==> src/rtl/prog_truth_table.sv <==
// Programmable multi-output truth table. It evaluates single input vectors with
// one-cycle latency, or sweeps every input combination and streams one result per cycle.
module prog_truth_table #(
  parameter int unsigned N_IN  = 4,
  parameter int unsigned N_OUT = 3
) (
  input  logic             clk,
  input  logic             rst,
  input  logic             load_valid,
  input  logic [N_IN-1:0]  load_addr,
  input  logic [N_OUT-1:0] load_data,
  output logic             load_ready,
  input  logic             in_valid,
  input  logic [N_IN-1:0]  in,
  input  logic             sweep_start,
  output logic             busy,
  output logic             out_valid,
  output logic [N_OUT-1:0] out,
  output logic [N_IN-1:0]  out_addr,
  output logic             sweep_done
);

  localparam int unsigned DEPTH = 1 << N_IN;

  typedef enum logic {
    IDLE,
    SWEEP
  } state_t;

  state_t           state;
  logic [N_IN-1:0]  cnt;
  logic [N_OUT-1:0] tbl [DEPTH];

  assign busy       = (state == SWEEP);
  assign load_ready = (state == IDLE);

  always_ff @(posedge clk or posedge rst) begin
    if (rst) begin
      state      <= IDLE;
      cnt        <= '0;
      out        <= '0;
      out_addr   <= '0;
      out_valid  <= 1'b0;
      sweep_done <= 1'b0;
      for (int unsigned i = 0; i < DEPTH; i++) begin
        tbl[i] <= '0;
      end
    end else begin
      out_valid  <= 1'b0;
      sweep_done <= 1'b0;
      if (state == IDLE) begin
        // The evaluate reads the pre-edge table, so a same-cycle load of the same entry returns the old contents.
        if (in_valid) begin
          out       <= tbl[in];
          out_addr  <= in;
          out_valid <= 1'b1;
        end
        if (load_valid) begin
          tbl[load_addr] <= load_data;
        end
        if (sweep_start) begin
          cnt   <= '0;
          state <= SWEEP;
        end
      end else begin
        out       <= tbl[cnt];
        out_addr  <= cnt;
        out_valid <= 1'b1;
        cnt       <= cnt + 1'b1;
        if (cnt == '1) begin
          sweep_done <= 1'b1;
          state      <= IDLE;
        end
      end
    end
  end

endmodule

==> config.mk <==
export PLATFORM = sky130hd
export DESIGN_NAME = prog_truth_table
export DESIGN_NICKNAME = d
export VERILOG_FILES = /design/src/rtl/prog_truth_table.sv
export SDC_FILE = /design/constraint.sdc
export NUM_CORES = 1
export LEC_CHECK = 0
export CORE_MARGIN = 2
export CORE_UTILIZATION = 58
export DETAILED_ROUTE_END_ITERATION = 8
export MAX_ROUTING_LAYER = met4
export PLACE_DENSITY_LB_ADDON = 0.08
export SYNTH_ARGS = -nofsm -noshare
export SYNTH_HDL_FRONTEND = slang
export SYNTH_SLANG_ARGS = --single-unit
==> constraint.sdc <==
create_clock -name clk -period 2.3 [get_ports clk]
set_clock_uncertainty 0.1 [all_clocks]
set_input_delay 0.23 -clock clk [delete_from_list [all_inputs] [get_ports clk]]
set_output_delay 0.23 -clock clk [all_outputs]
set_load 0.02 [all_outputs]
---- Word level (Yosys, flattened, before mapping) ----
Cells that the tools add are included.
storage, ports and cells
  register bits ........................... 62
  input port bits ......................... 16
cells by class
  add/sub/neg operators ................... 1
  order comparisons ....................... 4
  eq/ne operators ......................... 1
  multiplexer cells ....................... 22
  bitwise gates (word level) .............. 4
  reductions and logical operators ........ 4
operators by type and width
  operator               count
  $bwmux W48             1
  $bmux W3 S4            2
  $mux W3                7
  $mux W4                4
  $ge A5 B5 Y1 const B   3
  $not A4 Y5             3
  $demux W3 S4           1
  $mux W1                7
  $lt A5 B1 Y1 const B   1
  $add A4 B1 Y4 const B  1
  $eq A4 B4 Y1 const B   1
  $reduce_bool A2 Y1     2
  $reduce_and A2 Y1      1
  $logic_and A1 B1 Y1    1
  $not A1 Y1             1

---- Longest topological paths before layout ----
Gate-level depths: netlist of the first run.
  word-level depth ........................ 6
  depth in mapped cells ................... 6

---- Least setup slack after synthesis of the first run ----
OpenSTA, ideal clock, no wires.
  kind .................................... register to register
  start ................................... reg state (netlist: busy)
  end ..................................... reg tbl[10] in the netlist's numbering
  setup time .............................. 0.128 ns
  arrival time ............................ 1.659 ns
  data required time ...................... 2.072 ns
  slack ................................... 0.414 ns
  stages on the path, launching flop included .. 5
  buffers on the path ..................... 1
  period minus slack after synthesis ...... 1.886 ns
  cell sequence ........................... dfrtp_1 clkbuf_1 nor4b_1 and3_1 mux2_1
on the way
  word-level cells in the longest chain between the ends .. 2
RTL lines
  element                             line  RTL
  start, declared                     30    state_t state;
  start signal, assigned              39    state <= IDLE;
  start signal, assigned              63    state <= SWEEP;
  start signal, assigned              72    state <= IDLE;
  $not A1 Y1 (no source line)         --
  $reduce_and A2 Y1 (no source line)  --
  end signal, assigned by index       59    tbl[load_addr] <= load_data;
  end, declared                       32    logic [N_OUT-1:0] tbl [DEPTH];
Every way passes these cells.
A chain may end at the register's enable or synchronous reset.

---- Final worst setup path of the first run ----
  start ................................... reg state (netlist: busy)
  end ..................................... out busy
RTL lines
  element        line  RTL
  end, declared  16    output logic busy,
No word-level cell between the ends.

==> results of run 1 <==
-- routing by layer --
metal	part of all wire (%)	vias to the layer above	wire (µm)	global-route usage (%)
met4	1.4	0	99	9.138
met3	7.7	11	558	6.591
met1	45	1081	3243	39.09
li1	-	943	-	-
met2	46	91	3345	37.97
met5	0	-	0	-
-- area by class of cell --
| type | instances | area, µm² | area share, % |
|---|---|---|---|
| clock buffer | 10 | 137.6 | 3.563 |
| clock inverter | 6 | 85.08 | 2.203 |
| inverter | 3 | 11.26 | 0.2915 |
| multi-input combinational | 148 | 1617 | 41.85 |
| sequential | 62 | 1551 | 40.17 |
| tap | 72 | 90.09 | 2.332 |
| timing repair buffer | 39 | 370.4 | 9.589 |
-- cell usage in the layout, fill, tap and decap left out, types with 2 or more instances in the layout --
cell	n
mux2i_1	13
dfrtp_1	62
mux4_2	20
nor2_1	9
clkinv_2	2
nand2_1	19
nor2b_1	4
mux4_1	6
clkdlybuf4s50_1	26
buf_4	12
clkinvlp_4	2
o22a_1	3
inv_2	2
o21ai_1	7
mux2_1	48
and4bb_2	2
and3_1	3
clkbuf_8	10
a21oi_1	2
bufinv_16	2
-- per-stage QoR --
| step | power, mW | instance area [µm²] |
|---|---|---|
| finish | 3.887 | 3862 |
| global placement | 2.809 | 3640 |
| floorplan | 2.412 | 3273 |
| detailed placement | 2.831 | 3640 |
| global route | 4.099 | 3862 |
| CTS | 3.912 | 3862 |
-- cell families (layout without fill, tap and decap cells) --
kind of cell	after synthesis	in the layout	synth area share (%)
mux	88	88	39.41
flops	62	62	47.40
simple gates	42	42	6.307
compound gates	17	17	3.288
buf+inv	17	58	3.211
fa+ha+maj	1	1	0.3822
-- power breakdown --
part           internal [mW]  total [mW]  switching [mW]
logic                  0.672        1.21           0.540
clock network          0.635        1.07           0.435
registers               1.36        1.60           0.245
-- flip-flops by register name, indices dropped and copies added, names as in the netlist --
| name | flops |
|---|---|
| busy | 1 |
| cnt | 4 |
| out | 3 |
| out_addr | 4 |
| out_valid | 1 |
| sweep_done | 1 |
| tbl | 48 |
-- cell usage after synthesis, drive strengths merged, types with 2 or more instances --
master	instances	area, µm²
mux2	49	551.8
and3	3	18.77
mux2i	13	130.1
mux4	26	608.1
nor2b	4	25.02
o21ai	7	35.03
nor2	9	33.78
nand2	19	71.32
buf	9	75.07
clkbuf	5	18.77
a21oi	2	10.01
and4bb	2	25.02
dfrtp	62	1551
inv	3	11.26
o22a	3	26.28
-- worst register-to-register path, cell delays in order, from the launching register on --
cell and delay [ns]:
dfrtp_1 0.52, inv_2 0.11, nand4_1 0.28, nor2b_1 0.39
mux2_1 0.36
-- worst paths after layout --
path	depth (start not counted)	to	start	slack, ns
hold reg to reg	1	tbl[36]	tbl[36]	0.41
setup / recovery	2	busy	busy	0.21
max in group asynchronous	3	out[0]	rst	1.67
hold / removal	3	tbl[26]	rst	0.16
setup reg to reg	4	tbl[12]	busy	0.41
min in group clk	2	cnt[1]	sweep_start	0.37
==> results.md, run 1 <==
- Crit path max-delay family: buffers and inverters
- # H-tree levels: 3
- IO Port Bufs: 26
- VDD IR-drop max: between 0.6 and 0.7 mV
- RSZ-0062 raised after global routing: no
- Die X: 79.12 µm
- Final Hold Violating Endpoints: 0
- Pins Over Slew Limit: 0
- Gr usage total: a little over a quarter
- Fin worst setup slack: 0.2132 ns
- Cell count after placement: ~320
- Worst-Margin Slew: between 0.6 and 0.7 ns
- Post-synth cell types: 32
- Asr flop ratio synth: 100.0%
- WHS: 0.1642 ns
- Clock Tree Root: clkbuf_8
- 1st-pass router iterations: 4
- Lkg Pwr: 1.830 nW
- Cells after Synth: around 230
- EDFF count, synth: 0
- Layout cell share with drive strength beyond 1: roughly a fifth
- Relative slew slack: approximately 57%
- Worst slack, placed: -0.06522 ns
- Tcrit/Tclk final: 90.73%
- Setup TNS: 0 ns
- GP Congestion: ~0.8
- First-pass GRT wire length: roughly 12000 µm
- DR vias: 2126
- Worst Setup End Kind: primary output
- CP max-delay cell: clkdlybuf4s50_1
- Finished Core Util: between 70% and 80%
- Status: complete, no violations
- Crit path cell chain: buf_4 -> clkdlybuf4s50_1
- Longest Clk Path Bufs: 2
- Post-CTS sizing: 0
- Routed wire per std cell: 21.31 µm
- DRC viols: 0
- # Max-Cap Violations: 0
- Core Rows: 27
- WP buf/inv: 2
- Fillers: between 300 and 400
- Routed Antenna Nets: 0
- Syn nets: 244
- Worst EP required: around 2.0 ns
- Vias in the first global route: 2146
- Worst-Skew Late Latency: 0.35 ns
- CP startpoint kind: flip-flop
- Final Setup Violations: 0
- Crit Path Category: reg2out
- Postcts setup bufs: 0
- Routed Wire Length: approximately 7200 µm
- Core Region: between 5000 and 6000 µm²
- Syn avg cell area: roughly 14 µm²
- Initial core utilization: about three fifths
- Netlist Area Pre-Place: between 3000 and 4000 µm²
- Hold_buf cts: 0
- Num ports: 27
- Post-synthesis sequential area ratio: between 40% and 50%
- Top_reg_cell synth: dfrtp_1
- Period minus WS final: ~2.1 ns
- Flop and latch count out of synthesis: 62
- Synth Warn #: 0
- Layout net count: between 200 and 300
- Die area: 6260 µm²
- CTS tree: built
- 1st-iter DRT viols: slightly below 200
- Post-route insts no fill: 340
- Worst path arrival time: between 1.5 and 2 ns
- Clock sinks: between 60 and 70
- Num CTS Buffers: 9
- Largest net degree at the start of global routing: 63
- Worst min path class: in2async
- Clk slew on worst S/H paths: roughly 0.070 ns
- GRT Residual Overflow: 0
- Crit Path Max Fanout: 13
- Critical path's largest stage delay: about 0.6 ns
- Peak Freq: around 480 MHz
- Detail Placement HPWL: ~5100 µm
- Initial antenna violation count: 0
- Vias/cell: between 6 and 7
- # diodes: 0
- Die height: a little under 80 µm
- Area Overhead vs Synth: 18.00%
- Power per cell area: about 1000 nW/µm²
No activity file was read; power rests on OpenSTA's default activity.
==> run 2: changes to the inputs <==
--- a/config.mk
+++ b/config.mk
@@ -5,6 +5,7 @@
 export SDC_FILE = /design/constraint.sdc
 export NUM_CORES = 1
 export LEC_CHECK = 0
+export ABC_AREA = 1
 export CORE_MARGIN = 2
 export CORE_UTILIZATION = 58
 export DETAILED_ROUTE_END_ITERATION = 8
@@ -13,3 +14,4 @@
 export SYNTH_ARGS = -nofsm -noshare
 export SYNTH_HDL_FRONTEND = slang
 export SYNTH_SLANG_ARGS = --single-unit
+export TNS_END_PERCENT = 30
==> results.md, run 2 <==
- Final Hold Violating Endpoints: 0 (unchanged)
- Placed Area: 3633 µm² (was 3640 µm²)
- Relative slew slack: 63.85% (was 57.43%)
- Asr flop ratio synth: 100.0% (unchanged)
- Synth Warn #: 0 (unchanged)
- Commonest non-fill, non-tap cell in the layout: nand2_1 (was dfrtp_1)
- 1st-iter DRT viols: 311 (was 195)
- Post-synthesis sequential area ratio: 45.98% (was 47.40%)
- Layout cell share with drive strength beyond 1: 6.405% (was 20.52%)
- Vias/cell: 5.782 (was 6.253)
- Num ports: 27 (unchanged)
- Postcts setup bufs: 0 (unchanged)
- Crit Path Category: reg2out (unchanged)
- Die height: 80.28 µm (was 79.12 µm)
- CP startpoint kind: flip-flop (unchanged)
- Worst EP required: 1.97 ns (about the same)
- Worst path arrival time: 1.51 ns (was 1.76 ns)
- Gr usage total: 31.97% (was 27.02%)
- Worst-Skew Late Latency: 0.35 ns (about the same)
- Core Rows: 27 (unchanged)
- Crit path from: busy (unchanged)
- Largest register FFs: 48 (unchanged)
- Flop and latch count out of synthesis: 62 (unchanged)
- R2r setup slk: 0.59 ns (was 0.41 ns)
- Tcrit/Tclk final: 79.89% (was 90.73%)
- Final Setup Violations: 0 (unchanged)
- Top cells by area, synth: dfrtp_1, nand2_1, o21ai_0 (was dfrtp_1, mux2_1, mux4_2)
- Status: complete, no violations (unchanged)
- Pins Over Slew Limit: 0 (unchanged)
- VDD IR-drop max: 0.8927 mV (was 0.6598 mV)
- # Max-Cap Violations: 0 (unchanged)
- Tot Pwr: 4.597 mW (was 3.887 mW)
- RSZ-0062 raised after global routing: no (unchanged)
- DR vias: 3215 (was 2126)
- Layout net count: 496 (was 280)
- Reg2reg start: busy (unchanged)
- Worst Setup End Kind: primary output (unchanged)
- Initial antenna violation count: 0 (unchanged)
- Clock Tree Root: clkbuf_8 (unchanged)
- Routed Wire Length: 8897 µm (was 7247 µm)
- Initial core utilization: 60.54% (was 59.81%)
- Worst-Margin Slew: 0.5416 ns (was 0.6365 ns)
- Syn nets: 473 (was 244)
- Syn avg cell area: 7.400 µm² (was 14.42 µm²)
- Peak Freq: 544.2 MHz (was 479.2 MHz)
- Vias in the first global route: 3025 (was 2146)
- Top_reg_cell synth: dfrtp_1 (unchanged)
- Power per cell area: 1193 nW/µm² (was 1006 nW/µm²)
- Top reg by flops: tbl (unchanged)
- Finished Core Util: 69.14% (was 70.58%)
- Period minus WS final: 1.837 ns (was 2.087 ns)
- First-pass GRT wire length: 15060 µm (was 11920 µm)
- Area Overhead vs Synth: 14.20% (was 18.00%)
- Largest net degree at the start of global routing: 63 (unchanged)
- Core Region: 5574 µm² (was 5473 µm²)
- Clk slew on worst S/H paths: 0.07 ns (about the same)
- Setup TNS: 0 ns (unchanged)
- WHS: 0.1544 ns (was 0.1642 ns)
- Netlist Area Pre-Place: 3374 µm² (was 3273 µm²)
- Post-synth cell types: 22 (was 32)
- Lkg Pwr: 1.767 nW (was 1.830 nW)
- Crit Path Max Fanout: 11 (was 13)
- Fin area: 3854 µm² (was 3862 µm²)
- # diodes: 0 (unchanged)
- Routed wire per std cell: 16.00 µm (was 21.31 µm)
- Longest Clk Path Bufs: 2 (unchanged)
- EDFF count, synth: 0 (unchanged)
- Hold_buf cts: 0 (unchanged)
- Clock sinks: 62 (unchanged)
- Detail Placement HPWL: 6012 µm (was 5131 µm)
- WL met1: 4081 µm (was 3243 µm)
- Most frequent cells after synthesis: nand2_1, o21ai_0, dfrtp_1 (was dfrtp_1, mux2_1, mux4_2)
- CTS tree: built (unchanged)
- Routed wl met3: 611 µm (was 558 µm)
- Synth top area share: 45.98% (was 47.40%)
- IO Port Bufs: 26 (unchanged)
- Commonest cells after routing, fill and taps aside: nand2_1, o21ai_0, dfrtp_1 (was dfrtp_1, mux2_1, clkdlybuf4s50_1)
- Top flop regs: tbl x48, cnt x4, out_addr x4 (unchanged)
- Cells after Synth: 456 (was 227)
- Cell with the most instances after synthesis: nand2_1 (was dfrtp_1)
- GRT Residual Overflow: 0 (unchanged)
- # H-tree levels: 3 (unchanged)
- Worst min path class: in2async (unchanged)
- Post-CTS sizing: 0 (unchanged)
- Die area: 6444 µm² (was 6260 µm²)
- Met2 routed wirelength: 3982 µm (was 3345 µm)
- Routed Antenna Nets: 0 (unchanged)
- Num CTS Buffers: 9 (unchanged)
- Die X: 80.28 µm (was 79.12 µm)
- GP Congestion: 0.9370 (was 0.8037)
- Max layer used: met4 (unchanged)
- Fillers: 487 (was 371)
- 1st-pass router iterations: 6 (was 4)
- DRC viols: 0 (unchanged)
- Dominant cell type by area after synthesis: dfrtp_1 (unchanged)
-- run 2: kinds of logic (layout without fill, tap and decap cells) --
logic type / Yosys count / count (layout) / share of synthesized area [%]
and+or+nand+nor: 235 / 235 / 29.03
DFF: 62 / 62 / 45.98
AOI/OAI and AO/OA: 98 / 98 / 15.65
adders and majority gates: 1 / 1 / 0.3707
buffers and inverters: 60 / 88 / 8.973
-- run 2: final timing paths --
check	to	cells past startpoint
setup / recovery	busy	2
setup reg to reg	tbl[21]	6
hold reg to reg	tbl[13]	2
max in group asynchronous	tbl[37]	3
min in group clk	tbl[13]	2
hold / removal	cnt[0]	3
-- run 2: stage by stage --
step                      cells  setup WS, ns
after floorplan             456        0.4286
after CTS                   556        0.4451
after detailed placement    540        0.3007
final                       556        0.4626
after global placement      540        0.3284
after global routing        556        0.3845
-- run 2: cell type report --
type	count	area (µm²)	area share (%)
clock buffer	14	182.7	4.740
multi-input combinational	334	1520	39.45
inverter	39	146.4	3.799
clock inverter	2	37.54	0.9740
tap	72	90.09	2.338
timing repair buffer	33	325.3	8.442
sequential	62	1551	40.26
-- run 2: power breakdown --
part,leakage [nW],total [mW],switching [mW],internal (mW)
combinational,0.836,1.81,1.11,0.693
sequential,0.822,1.73,0.287,1.45
clock,0.109,1.06,0.436,0.620
total,1.77,4.60,1.84,2.76
-- run 2: layer usage --
layer	global-route usage (%)	vias up
li1	-	1536
met1	43.48	1518
met2	46.92	139
met3	4.719	22
met4	16.10	0
met5	-	-
-- run 2: critical path: stages (launching register included) --
cell             delay (ns)
dfrtp_1                0.36
buf_4                  0.18
clkdlybuf4s50_1        0.62
==> run 3: changes to the inputs <==
--- a/config.mk
+++ b/config.mk
@@ -7,7 +7,7 @@
 export LEC_CHECK = 0
 export ABC_AREA = 1
 export CORE_MARGIN = 2
-export CORE_UTILIZATION = 58
+export CORE_UTILIZATION = 52
 export DETAILED_ROUTE_END_ITERATION = 8
 export MAX_ROUTING_LAYER = met4
 export PLACE_DENSITY_LB_ADDON = 0.08
==> constraint.sdc (replaced) <==
create_clock -name clk -period 1.6 [get_ports clk]
set_clock_uncertainty 0.1 [all_clocks]
set_input_delay 0.16 -clock clk [delete_from_list [all_inputs] [get_ports clk]]
set_output_delay 0.16 -clock clk [all_outputs]
set_load 0.02 [all_outputs]
==> results.md, run 3 (synthesis gave the netlist of run 2 again) <==
- Crit path max-delay family: buffers and inverters (unchanged)
- WP buf/inv: 1 (was 2)
- Lkg Pwr: 1.910 nW (was 1.767 nW)
- Initial core utilization: 53.45% (was 60.54%)
- Worst r2r dst: out[2] (was tbl[21])
- Vias in the first global route: 3039 (was 3025)
- Die height: 84.56 µm (was 80.28 µm)
- Vias/cell: 5.579 (was 5.782)
- First-pass GRT wire length: 15040 µm (was 15060 µm)
- Commonest non-fill, non-tap cell in the layout: nand2_1 (unchanged)
- Routed Wire Length: 9110 µm (was 8897 µm)
- Clock Tree Root: clkbuf_8 (unchanged)
- Routed Antenna Nets: 0 (unchanged)
- IO Port Bufs: 26 (unchanged)
- Final Setup Violations: 0 (unchanged)
- Top flop regs: tbl x48, cnt x4, out_addr x4 (unchanged)
- Top reg by flops: tbl (unchanged)
- R2r setup slk: 0.12 ns (was 0.59 ns)
- Area Overhead vs Synth: 20.02% (was 14.20%)
- CP startpoint kind: flip-flop (unchanged)
- VDD IR-drop max: 1.041 mV (was 0.8927 mV)
- Reg2reg path depth: 8 (was 6)
- GRT Residual Overflow: 0 (unchanged)
- Largest register FFs: 48 (unchanged)
- Fillers: 590 (was 487)
- 1st-pass router iterations: 5 (was 6)
- # diodes: 0 (unchanged)
- Layout net count: 516 (was 496)
- Die X: 84.56 µm (was 80.28 µm)
- Peak Freq: approximately 650 MHz
- Pins Over Slew Limit: 0 (unchanged)
- Finished Core Util: 64.15% (was 69.14%)
- RSZ-0062 raised after global routing: yes (was no)
- Detail Placement HPWL: 6453 µm (was 6012 µm)
- Fin worst setup slack: 0.05320 ns (was 0.4626 ns)
- Hold_buf cts: 0 (unchanged)
- Clock sinks: 62 (unchanged)
- Crit path cell chain: clkdlybuf4s50_1 (was buf_4 -> clkdlybuf4s50_1)
- # H-tree levels: 3 (unchanged)
- Relative slew slack: 74.52% (was 63.85%)
- Core Region: 6314 µm² (was 5574 µm²)
- CTS tree: built (unchanged)
- # Max-Cap Violations: 0 (unchanged)
- Postcts setup bufs: 0 (unchanged)
- DRC viols: 0 (unchanged)
- Worst path arrival time: 1.29 ns (was 1.51 ns)
- GP Congestion: 0.9202 (was 0.9370)
- Worst-Margin Slew: 0.3808 ns (was 0.5416 ns)
- Crit Path Max Fanout: 2 (was 11)
- DR vias: 3236 (was 3215)
- Layout cell share with drive strength beyond 1: 10.74% (was 6.405%)
- Longest Clk Path Bufs: 2 (unchanged)
- Tcrit/Tclk final: between 90% and 100%
- Worst min path class: in2async (unchanged)
- Crit Path Category: reg2out (unchanged)
- Routed wire per std cell: 15.71 µm (was 16.00 µm)
- Gr usage total: 27.75% (was 31.97%)
- CP max-delay cell: clkdlybuf4s50_1 (unchanged)
- Reg2reg start: cnt[1] (was busy)
- Worst Setup End Kind: primary output (unchanged)
- Clk slew on worst S/H paths: 0.07 ns (about the same)
- Status: complete, no violations (unchanged)
- Worst slack, placed: -0.1154 ns (was 0.3007 ns)
- Num ports: 27 (unchanged)
- Worst-Skew Late Latency: 0.34 ns (was 0.35 ns)
- 1st-iter DRT viols: 279 (was 311)
- Commonest cells after routing, fill and taps aside: nand2_1, o21ai_0, dfrtp_1 (unchanged)
- Largest net degree at the start of global routing: 63 (unchanged)
- Critical path's largest stage delay: 0.61 ns (was 0.62 ns)
- Period minus WS final: between 1.5 and 2 ns
- Core Rows: 29 (was 27)
- Power per cell area: 1648 nW/µm² (was 1193 nW/µm²)
- WHS: 0.1639 ns (was 0.1544 ns)
- Die area: 7150 µm² (was 6444 µm²)
- Num CTS Buffers: 9 (unchanged)
- Final Hold Violating Endpoints: 0 (unchanged)
- Worst EP required: 1.34 ns (was 1.97 ns)
- Initial antenna violation count: 0 (unchanged)
[run 3: cell count changes in the layout (fill, tap and decap cells not counted), sizes merged]
cell,delta
buf,+20
dlymetal6s2s,+4
dlygate4sd2,+2
inv,-2
clkinv,+3
clkdlybuf4s50,-6
clkinvlp,+1
clkbuf,-4
bufinv,+1
[run 3: layout make-up]
cell class	instances	area (µm²)	share of cell area (%)
Clock buffer	10	127.6	3.151
Timing Repair Buffer	53	519.2	12.82
Sequential cell	62	1553	38.34
Clock inverter	5	75.07	1.854
Multi-Input combinational cell	334	1525	37.66
Inverter	39	153.9	3.800
Tap cell	77	96.34	2.379
[run 3: layer usage]
metal  share of wire [%]  vias to the layer above  global-route usage, %
met5                   0                        -                      -
met2                  46                      116                  43.88
met1                  46                     1528                  36.47
met3                 6.3                       15                  5.113
li1                    -                     1577                      -
met4                 1.6                        0                  8.802
[run 3: through the flow]
stage	area (µm²)	std cells	setup TNS [ns]	power (mW)
after floorplan	3378	456	0	4.335
after global placement	3819	565	-0.3999	5.107
after detailed placement	3819	565	-1.131	5.161
after CTS	4019	580	0	6.622
after global routing	4050	580	-0.008356	7.161
final	4050	580	0	6.676
[run 3: worst max-delay path by stage]
stage                            from  cells past startpoint     endpoint
after floorplan                  busy                      6       tbl[2]
after global placement          in[0]                      9       out[2]
after detailed placement        in[0]                     11       out[1]
after CTS                 out_addr[1]                      1  out_addr[1]
after global routing           cnt[0]                      9       out[2]
final                          out[1]                      1       out[1]
[run 3: what timing repair did]
action	in CTS	in global routing
setup endpoints to repair	2	20
cloned	0	0
gates resized for setup	2	13
[run 3: report_power, final]
group | switching (mW) | internal [mW] | leakage (nW)
clock network | 0.601 | 0.860 | 0.106
logic | 1.60 | 1.10 | 0.983
registers | 0.429 | 2.08 | 0.821
total | 2.63 | 4.04 | 1.91
==> RTL edit 1 (flow settings as in run 3) <==
`N_OUT`: 3 -> 6.
--- a/src/rtl/prog_truth_table.sv
+++ b/src/rtl/prog_truth_table.sv
@@ -2,7 +2,7 @@
 // one-cycle latency, or sweeps every input combination and streams one result per cycle.
 module prog_truth_table #(
   parameter int unsigned N_IN  = 4,
-  parameter int unsigned N_OUT = 3
+  parameter int unsigned N_OUT = 6
 ) (
   input  logic             clk,
   input  logic             rst,
Interface: changed (resized load_data and out); port bits go from 27 to 33. The function was not compared with the original's and may differ.
==> RTL edit 1 against run 3 <==
- total power is 100% higher
- clock power increased to 2.5 times the old value
- area after synthesis rose by 87%
- worst setup slack lost 0.038 ns
- sequential cell count is 51 higher
- routed wire length rose by 120%
- non-clock buffer count increased by 34
- final area up 88%
- cell count grew 86%
- via count up 89%
==> RTL edit 1: results (changes against run 3) <==
Outcome
  • Run status: finished clean (unchanged)

Place
  • Pre-CTS WS: -0.2462 ns (was -0.1154 ns)
  • Port bufs: 32 (was 26)
  • Final GP Congestion: 0.9842 (was 0.9202)
  • Hpwl dp: 14.10 mm (was 6.453 mm)

Finish
  • Share of cells above drive strength 1: 0.1195 (was 0.1074)
  • Fin nets: 936 (was 516)
  • Ant diodes: 0 (unchanged)
  • Top Registers: tbl x96, out x6 (was tbl x48, cnt x4, out_addr x4)
  • Filler instances: 1102 (was 590)

Clocking
  • CTS max path bufs: 2 (unchanged)
  • Clk slew on worst S/H paths: ~0.060 ns
  • Root buffer cell: clkbuf_16 (was clkbuf_8)
  • CTS Buf Count: 17 (was 9)
  • CTS H-tree lvls: 4 (was 3)
  • Worst-Skew Late Latency: 0.43 ns (was 0.34 ns)

Route
  • Met1 WL: 8.957 mm (was 4.164 mm)
  • Total Wirelength: 20.33 mm (was 9.110 mm)
  • Uppermost layer routed: met4 (unchanged)
  • Pre-antenna DRT Iters: 5 (unchanged)
  • Met3 WL: 1.866 mm (was 573 µm)
  • DRT antenna net count: 0 (unchanged)
  • Vias: 6129 (was 3236)
  • DR WL met2: 8.801 mm (was 4.228 mm)
  • Iter 0 DRT Violations: 754 (was 279)

Setup path
  • Crit-path slowest cell: dfrtp_1 (was clkdlybuf4s50_1)
  • Slowest stage delay, CP: 0.41 ns (was 0.61 ns)
  • Crit Path Max Fanout: 12 (was 2)
  • CP top delay family: simple AND/OR/NAND/NOR gates (was buffers and inverters)
  • CP arrival: 1.79 ns (was 1.29 ns)
  • Cell count of the worst reg-to-reg path: 7 (was 8)

Power
  • Net switching power: 5625 µW (was 2634 µW)
  • Worst vdd ir: 0.001062 V (was 0.001041 V)
  • Leak Pwr: 0.003676 µW (was 0.001910 µW)

Logic synthesis
  • Library cells used by synthesis: 27 (was 22)
  • Post-synth top cells: 279 x nand2_1, 113 x dfrtp_1, 96 x nand3_1, 96 x o21ai_1, 87 x inv_1 (was 147 x nand2_1, 66 x o21ai_0, 62 x dfrtp_1, 49 x nand3_1, 36 x inv_1)
  • Top FF cell, synth: dfrtp_1 (unchanged)
  • Syn. warnings: 0 (unchanged)
  • Top cells by area, synth: dfrtp_1 45%, nand2_1 17%, nand3_1 7.6% (was dfrtp_1 46%, nand2_1 16%, o21ai_0 9.8%)
  • Seq/Total Area, Yosys: 0.4485 (was 0.4598)
  • Post-synth ARST share: 1.000 (unchanged)
  • Mapped Nets: 889 (was 473)

Worst hold path
  • Worst hold path class: primary input to flip-flop (was primary input to asynchronous set/reset pin)
  • WHS Path Cells: 4

Global route
  • Total GRT Usage: 0.3471 (was 0.2775)
  • Pin count of the biggest net entering global routing: 51 (was 63)
  • Vias in the first global route: 5904 (was 3039)
  • First-pass GRT wire length: 32.66 mm (was 15.04 mm)
  • Initial antenna violation count: 0 (unchanged)

Timing
  • Worst slew margin: 0.7374 (was 0.7452)
RTL edit 1: layout make-up:
type / instances / share of cell area
Timing Repair Buffer: 87 / 0.1125
Tap cell: 147 / 0.02414
Clock buffer: 17 / 0.05584
Clock inverter: 15 / 0.01971
Sequential cell: 113 / 0.3713
Inverter: 90 / 0.04516
Multi-Input combinational cell: 607 / 0.3713
RTL edit 1: final timing paths:
| check | startpoint | end | slack, ns |
|---|---|---|---|
| setup reg to reg | busy | tbl[7] | 0.02 |
| min in group asynchronous | rst | tbl[11] | 0.48 |
| setup / recovery | busy | tbl[7] | 0.02 |
| max in group asynchronous | rst | cnt[0] | 0.36 |
| hold / removal | in[0] | out_addr[0] | 0.26 |
| hold reg to reg | tbl[14] | tbl[14] | 0.39 |
RTL edit 1: cells by family after synthesis:
| logic type | Yosys count | share of synthesized area |
|---|---|---|
| flip-flops | 113 | 0.4485 |
| AND/OR/NAND/NOR | 423 | 0.2796 |
| buffers and inverters | 149 | 0.1093 |
| multiplexers | 1 | 0.001588 |
| AO/OA/AOI/OAI | 182 | 0.1590 |
| adder cells (fa/ha/maj) | 1 | 0.001984 |
RTL edit 1: layer usage:
| metal | vias to the layer above | GRT usage |
|---|---|---|
| li1 | 2923 | - |
| met1 | 2859 | 0.4744 |
| met2 | 295 | 0.4869 |
| met3 | 52 | 0.09105 |
| met4 | 0 | 0.1553 |
| met5 | - | - |
RTL edit 1: stage by stage:
stage	hold WS, ns	cells	cell area (µm²)	power [µW]
6_report	0.2618	1076	7619	13620
5_1_grt	0.2596	1076	7619	14530
4_1_cts	0.2361	1076	7577	13500
3_5_place_dp	0.3658	1043	7003	9875
3_3_place_gp	0.3591	1043	7003	9718
2_1_floorplan	0.2111	869	6309	7938
RTL edit 1: what timing repair did:
| action | in CTS | in global routing |
|---|---|---|
| hold buffers | 1 | 0 |
| endpoints found under the setup margin | 14 | 38 |
| endpoints found under the hold margin | 4 | 0 |
| resized for setup | 17 | 12 |
| pin swaps | 0 | 3 |
| setup buffers | 0 | 0 |
RTL edit 1: worst reg2reg max path: stages, from the launching register on:
cell	delay [ns]
dfrtp_1	0.41
inv_4	0.11
nand2_4	0.10
nor3_2	0.26
nand2_1	0.17
buf_4	0.21
nand2_1	0.06
o21ai_1	0.06
RTL edit 1: power groups by stage:
| stage | clock network, µW | registers [µW] | logic [µW] |
|---|---|---|---|
| 5_1_grt | 3850 | 4610 | 6070 |
| 4_1_cts | 3740 | 4480 | 5280 |
| 6_report | 3680 | 4500 | 5440 |
| 3_5_place_dp | 0 | 4520 | 5360 |
| 2_1_floorplan | 0 | 4440 | 3500 |
| 3_3_place_gp | 0 | 4480 | 5240 |
==> RTL edit 2 (settings of run 3) <==
Without the edit above. Reset style: synchronous (`rst`), changed in one clocked block.
--- a/src/rtl/prog_truth_table.sv
+++ b/src/rtl/prog_truth_table.sv
@@ -34,7 +34,7 @@
   assign busy       = (state == SWEEP);
   assign load_ready = (state == IDLE);
 
-  always_ff @(posedge clk or posedge rst) begin
+  always_ff @(posedge clk) begin
     if (rst) begin
       state      <= IDLE;
       cnt        <= '0;
Formal check against the unedited RTL: differs if rst is asserted again (counterexample within 4 cycles, from zero or initial values and one cycle with rst high); with rst held inactive, the same outputs for 4 cycles.
==> RTL edit 2 against run 3 <==
- routed wire length fell by 4.1%
- area after synthesis rose by 6.8%
- final area rose by 6.2%
- worst hold slack improved by 0.22 ns
- sequential cell count rose by 4
- worst setup slack barely moved
Power is not compared: it rests on default switching activity, and its combinational part moved more than twofold at a synthesized area within 25%.
==> RTL edit 2: results (changes against run 3) <==
Finish
  • Layout Cells excl Fill: 589 (was 580)
  • Number of clock buffers in the layout: 9 (was 10)
  • Logic inverters: 58 (was 39)
  • Multi-In Gates: 305 (was 334)
  • Fin nets: 522 (was 516)
  • NonClk Buf Share: 0.1385 (was 0.1282)
  • Register share of the cell area: 0.4194 (was 0.3834)
  • Share of cells above drive strength 1: 0.1336 (was 0.1074)
  • Final instance area: 0.004302 mm² (was 0.004050 mm²)
  • Multi-input gate area: 0.001425 mm² (was 0.001525 mm²)
  • Synth-to-Final Area Change: 19.38% (was 20.02%)

Logic synthesis
  • Post-synth top cells: 124 x nand2_1, 73 x nor2_1, 55 x inv_1, 48 x edfxtp_1, 46 x nand3_1 (was 147 x nand2_1, 66 x o21ai_0, 62 x dfrtp_1, 49 x nand3_1, 36 x inv_1)
  • Top cells by area, synth: edfxtp_1 40%, nand2_1 13%, dfxtp_1 10% (was dfrtp_1 46%, nand2_1 16%, o21ai_0 9.8%)
  • Seq/Total Area, Yosys: 0.5000 (was 0.4598)
  • Cell count after synthesis: 450 (was 456)
  • Number of synthesized flops with an enable pin: 48 (was 0)
  • Post-synth ARST share: 0 (was 1.000)
  • Library cells used by synthesis: 25 (was 22)
  • Mapped Nets: 467 (was 473)
  • Seq cells post-synth: 66 (was 62)

Place
  • Placed cell count: 573 (was 565)
  • Placed cell area: 0.004113 mm² (was 0.003819 mm²)

Global route
  • Total GRT Usage: 0.2572 (was 0.2775)
  • Pin count of the biggest net entering global routing: 42 (was 63)
  • Vias in the first global route: 2977 (was 3039)

Worst hold path
  • Worst hold path class: flip-flop to flip-flop (was primary input to asynchronous set/reset pin)

Setup path
  • Worst r2r src: busy (was cnt[1])
  • Worst setup path end: out_addr[1] (was out[1])

Clocking
  • Worst-Skew Late Latency: 0.36 ns (was 0.34 ns)

Power
  • Total power: roughly 3700 µW

Route
  • Iter 0 DRT Violations: 318 (was 279)
  • Average vias per placed instance: 5.385 (was 5.579)

Outcome
  • Run status: finished clean (unchanged)
[RTL edit 2: repair_timing]
item / CTS / global route
buffers inserted: 0 / 0
resized for setup: 2 / 4
setup endpoints to repair: 2 / 2
gates cloned: 0 / 1
[RTL edit 2: worst min-delay path by stage]
stage	start	end	slack, ns	cells past startpoint
finish	cnt[2]	flip-flop	0.38	2
global placement	cnt[2]	cnt[2]	0.37	2
detailed placement	cnt[2]	cnt[2]	0.38	2
global route	cnt[2]	flip-flop	0.41	2
floorplan	in_valid	out_valid	0.24	2
CTS	cnt[2]	flip-flop	0.39	2
[RTL edit 2: layer usage]
metal / part of all wire / up-vias / track usage
met3: 0.073 / 27 / 0.05972
met5: 0 / - / -
met2: 0.46 / 135 / 0.3912
li1: - / 1578 / -
met4: 0.028 / 0 / 0.1063
met1: 0.44 / 1432 / 0.3317
[RTL edit 2: cells by family after synthesis]
kind of cell / synth area share
DFF: 0.5000
buffers and inverters: 0.1052
adders and majority gates: 0.003472
and+or+nand+nor: 0.2979
AOI/OAI and AO/OA: 0.09340
